`config.mk`:
```
export PLATFORM = sky130hd
export DESIGN_NAME = fp_normalize_round
export DESIGN_NICKNAME = d
export VERILOG_FILES = /design/src/rtl/fp_normalize_round.sv
export SDC_FILE = /design/constraint.sdc
export NUM_CORES = 1
export LEC_CHECK = 0
export BUFFER_PORTS_ARGS = -buffer_cell sky130_fd_sc_hd__buf_4
export CAP_MARGIN = 20
export CORE_MARGIN = 1.5
export CORE_UTILIZATION = 50
export CTS_CLUSTER_DIAMETER = 120
export CTS_CLUSTER_SIZE = 10
export DETAILED_ROUTE_END_ITERATION = 12
export PLACE_DENSITY = 0.83
export SETUP_SLACK_MARGIN = 0.15
export SYNTH_ARGS = -nofsm -noshare
export SYNTH_HDL_FRONTEND = slang
export SYNTH_SLANG_ARGS = --single-unit
```
`constraint.sdc`:
```
create_clock -name clk -period 5 [get_ports clk]
set_input_delay 0.5 -clock clk [delete_from_list [all_inputs] [get_ports clk]]
set_output_delay 0.5 -clock clk [all_outputs]
set_load 0.05 [all_outputs]
```
`src/rtl/fp_normalize_round.sv`:
```
// fp_normalize_round: post-add stage of the single-precision adder. Takes the raw aligned
// sum, normalises it one shift per cycle, rounds to nearest-even, and emits a packed
// IEEE-754 word with {overflow, underflow, inexact, zero} flags over valid/ready.
module fp_normalize_round #(
  parameter int unsigned MAX_SHIFT = 27
) (
  input  logic        clk,
  input  logic        reset,
  input  logic        in_valid,
  output logic        in_ready,
  input  logic        in_sign,
  input  logic [7:0]  in_exp,
  input  logic [27:0] in_mant,
  output logic [31:0] out,
  output logic [3:0]  out_flags,
  output logic        out_valid,
  input  logic        out_ready
);

  typedef enum logic [1:0] {StIdle, StShift, StRound, StDone} stateT;

  stateT             state;
  logic              sign;
  logic signed [9:0] expVal;
  logic [27:0]       mant;
  logic [5:0]        shiftCount;

  logic              roundInexact;
  logic              roundUp;
  logic [24:0]       mantTop;
  logic [22:0]       fracFinal;
  logic signed [9:0] expFinal;
  logic              shiftLimit;

  assign in_ready = (state == StIdle) && !reset;

  // Left shifting must stop at the smallest normal exponent or after the safety bound.
  assign shiftLimit = (expVal == 10'sd1) || (32'(shiftCount) == MAX_SHIFT);

  // Round-to-nearest-even on the normalised mantissa; only meaningful in StRound,
  // where the carry bit is known to be clear, so a carry out of mantTop means 2.0.
  always_comb begin
    roundInexact = |mant[2:0];
    roundUp      = mant[2] & (mant[1] | mant[0] | mant[3]);
    mantTop      = mant[27:3] + {24'd0, roundUp};
    if (mantTop[24]) begin
      fracFinal = mantTop[23:1];
      expFinal  = expVal + 10'sd1;
    end else begin
      fracFinal = mantTop[22:0];
      expFinal  = expVal;
    end
  end

  // Control FSM with registered result: accept, normalise, round, hold until taken.
  always_ff @(posedge clk) begin
    if (reset) begin
      state      <= StIdle;
      sign       <= 1'b0;
      expVal     <= '0;
      mant       <= '0;
      shiftCount <= '0;
      out        <= '0;
      out_flags  <= '0;
      out_valid  <= 1'b0;
    end else begin
      unique case (state)
        StIdle: begin
          if (in_valid && in_ready) begin
            sign       <= in_sign;
            expVal     <= {2'b00, in_exp};
            mant       <= in_mant;
            shiftCount <= '0;
            if (in_exp == 8'hFF) begin
              // Inf/NaN pass straight through with the payload untouched.
              out       <= {in_sign, 8'hFF, in_mant[25:3]};
              out_flags <= '0;
              state     <= StDone;
            end else begin
              state <= StShift;
            end
          end
        end
        StShift: begin
          if (mant == '0) begin
            out       <= {sign, 31'd0};
            out_flags <= 4'b0001;
            out_valid <= 1'b1;
            state     <= StDone;
          end else if ((expVal == 10'sd0) || (!mant[27] && !mant[26] && shiftLimit)) begin
            // Result too small for a normal number: flush to signed zero.
            out       <= {sign, 31'd0};
            out_flags <= 4'b0111;
            out_valid <= 1'b1;
            state     <= StDone;
          end else if (mant[27]) begin
            mant   <= {1'b0, mant[27:2], mant[1] | mant[0]};
            expVal <= expVal + 10'sd1;
          end else if (!mant[26]) begin
            mant       <= {mant[26:0], 1'b0};
            expVal     <= expVal - 10'sd1;
            shiftCount <= shiftCount + 6'd1;
          end else begin
            state <= StRound;
          end
        end
        StRound: begin
          if (expFinal >= 10'sd255) begin
            out       <= {sign, 8'hFF, 23'd0};
            out_flags <= 4'b1010;
          end else begin
            out       <= {sign, expFinal[7:0], fracFinal};
            out_flags <= {2'b00, roundInexact, 1'b0};
          end
          out_valid <= 1'b1;
          state     <= StDone;
        end
        StDone: begin
          if (!out_valid) begin
            // Bypass path arrives here with valid still low; raise it one cycle later.
            out_valid <= 1'b1;
          end else if (out_ready) begin
            out_valid <= 1'b0;
            state     <= StIdle;
          end
        end
        default: state <= StIdle;
      endcase
    end
  end

endmodule

```
==> impl_metrics.ini <==
[global_routing]
grt_start_max_net_pins = 84
grt_pass1_vias = 6079
antenna_found_initial = 0
grt_pass1_wl_um = 30860
grt.overflow.total = 0
grt_util_all_layers_pct = 29.48

[sta]
tns_ns = 0
setup_viol = 0
period_share_pct = 80.22
tightest_slew_ns = 1.047
max_freq_ghz = 0.2493
grt_setup_unrepaired = no
finalCriticalPeriod_ns = 4.011
skew_ns = 0.01011
hold_slack_ns = 0.3964
hold_violations = 0
drv_slew = 0
setup_slack_ns = 0.9890
relSlewSlack_pct = 30.22

[layout]
final_util_pct = 58.18
layout.nets = 911
drive_gt1_share_pct = 15.76
mostFrequentLayoutCells = nor2_1, buf_4, dfxtp_1
area_growth_pct = 13.63
mostFrequentLayoutCell = nor2_1
antenna_cells = 0

[synthesis]
synth_seq_cells = 84
synth-warning-count = 0
synth_area_per_cell_sq_um = 7.283
synth_edf_count = 0
synth_top_area_share_pct = 27.46
synth_cell_type_count = 70
synth_flop_cell = dfxtp_1
async_flop_share_pct = 0
syn-num-nets = 893
synth_top_area_cell = dfxtp_1
seq_area_frac_synth_pct = 27.46
postSynthCellCount = 841
synth_area_sq_um = 6125
ys_top_cells_by_area = dfxtp_1, nor2_1, a21oi_1, nand2_1, and3_1

[place]
place_congestion = 1.017
portBuffers = 78
dp_hpwl_um = 12550
post-place-ws_ns = 1.097

[critical_path]
cp_max_fo = 19
path_class = reg2reg
crit_slowest_cell = or3_1
crit_arrival_ns = 4.20
cp.buffers_inverters = 0
cp-end-kind = register
required_ns = 5.19
cp-start-kind = register
cp_top_family = simple AND/OR/NAND/NOR gates
slowest_delay_ns = 0.88
worstPathCellList = and2_1 -> ha_1 -> nand3_2 -> or4_1 -> nor3_4 -> o21ai_0 -> xor2_1 -> o22ai_2 -> or3_1 -> o22ai_1

[power]
power_mw = 4.315
power.leakage_nw = 2.695
ir_drop_v = 0.0002515
power_density_nw_per_um2 = 620.0

[clock_tree]
cts-root-buf = clkbuf_16
htreeDepth = 3
path_clk_slew_ns = 0.07
cts_tree = done
postCtsSetupBuffers = 0
clock_path_buffers = 2
cts_hold_buf = 0
cts-buffers-inserted = 9
worstSkewPairLatency_ns = 0.35
post_cts_resized = 0
clock_sinks = 84

[drt]
drc = 0
num_vias = 6699
wl_um = 19080
drt_iter0_markers = 1030
route.detailed.vias_per_inst = 6.633
routedWlPerCell_um = 18.89
ant_nets = 0
firstDrtPassIters = 5

[die]
dieHeight_um = 113.7
ios = 79
coreArea_sq_um = 11960
fp.dieW_um = 113.7
initial_core_util_pct = 51.20
dieArea_sq_um = 12920
fp-row-count = 40

[outcome]
outcome = completed

[hold_path]
hold_class = in2reg

[run]
drv_cap = 0
[stage by stage]
step | cells | instance area, sq um
2_1_floorplan | 841 | 6125
3_3_place_gp | 995 | 6643
3_5_place_dp | 995 | 6643
4_1_cts | 1010 | 6959
5_1_grt | 1010 | 6959
6_report | 1010 | 6959
[layer usage]
metal  share of wire, %  GRT usage, %  vias to the layer above
met5                  0             0                        -
met4                1.7         9.250                        0
met3                 10         5.473                       30
met2                 45         46.22                      390
met1                 43         41.16                     3136
li1                   -             -                     3143
[Yosys cell counts (all sizes together), types with 2 or more instances]
cell	instances
o2bb2ai	2
nand2	81
nor2	96
nor3	38
and3	48
a221oi	26
clkbuf	67
a211oi	14
ha	11
nand4	17
nand3	21
a22oi	9
xnor2	11
and4	3
o211ai	6
nor4	12
or4	2
mux2i	3
o31ai	11
a2bb2oi	2
o22ai	26
o21a	3
a222oi	5
nand2b	4
xor2	11
or2	4
or4b	2
buf	17
and2	9
nor2b	8
o31a	2
or3	6
a21oi	65
a21o	27
dfxtp	84
o32ai	2
a311oi	4
inv	19
a211o	2
o311ai	4
o21ai	33
a31oi	9
[state kept, by name, indices dropped and copies added, names as in the netlist]
name        flops
out            32
mant           28
expVal         10
shiftCount      6
out_flags       4
state           2
out_valid       1
sign            1
[worst reg2reg max path, stage by stage, from the launching register on]
cell and delay, ns:
dfxtp_1 0.46, and2_1 0.17, ha_1 0.21, nand3_2 0.15, or4_1 0.67, nor3_4 0.35, o21ai_0 0.15, xor2_1 0.18
o22ai_2 0.42, or3_1 0.89, o22ai_1 0.20
[cells by family after synthesis]
family	share of synthesized area [%]
buffers and inverters	7.007
flip-flops	27.46
XOR/XNOR	3.146
AND/OR/NAND/NOR	28.83
AO/OA/AOI/OAI	30.64
adder cells (fa/ha/maj)	2.247
multiplexers	0.6742
[final cells by class]
class	count	area, sq um
clock buffer	11	242.7
clock inverter	4	73.82
fill	1147	5002
inverter	19	71.32
multi-input combinational	654	4023
sequential	84	1682
tap	147	183.9
timing repair buffer	91	683.2
[final timing paths]
path                    start  endpoint  cells past startpoint  slack [ns]
setup / recovery      mant[3]   out[20]                     10        0.99
hold / removal    in_mant[27]  mant[27]                      3        0.40
setup reg to reg      mant[3]   out[20]                     10        0.99
hold reg to reg          sign      sign                      2        0.46
[power by group]
part / switching, mW / internal [mW]
combinational: 1.55 / 0.808
clock: 0.281 / 0.449
sequential: 0.341 / 0.883
Power figures use the tool's default switching activity.
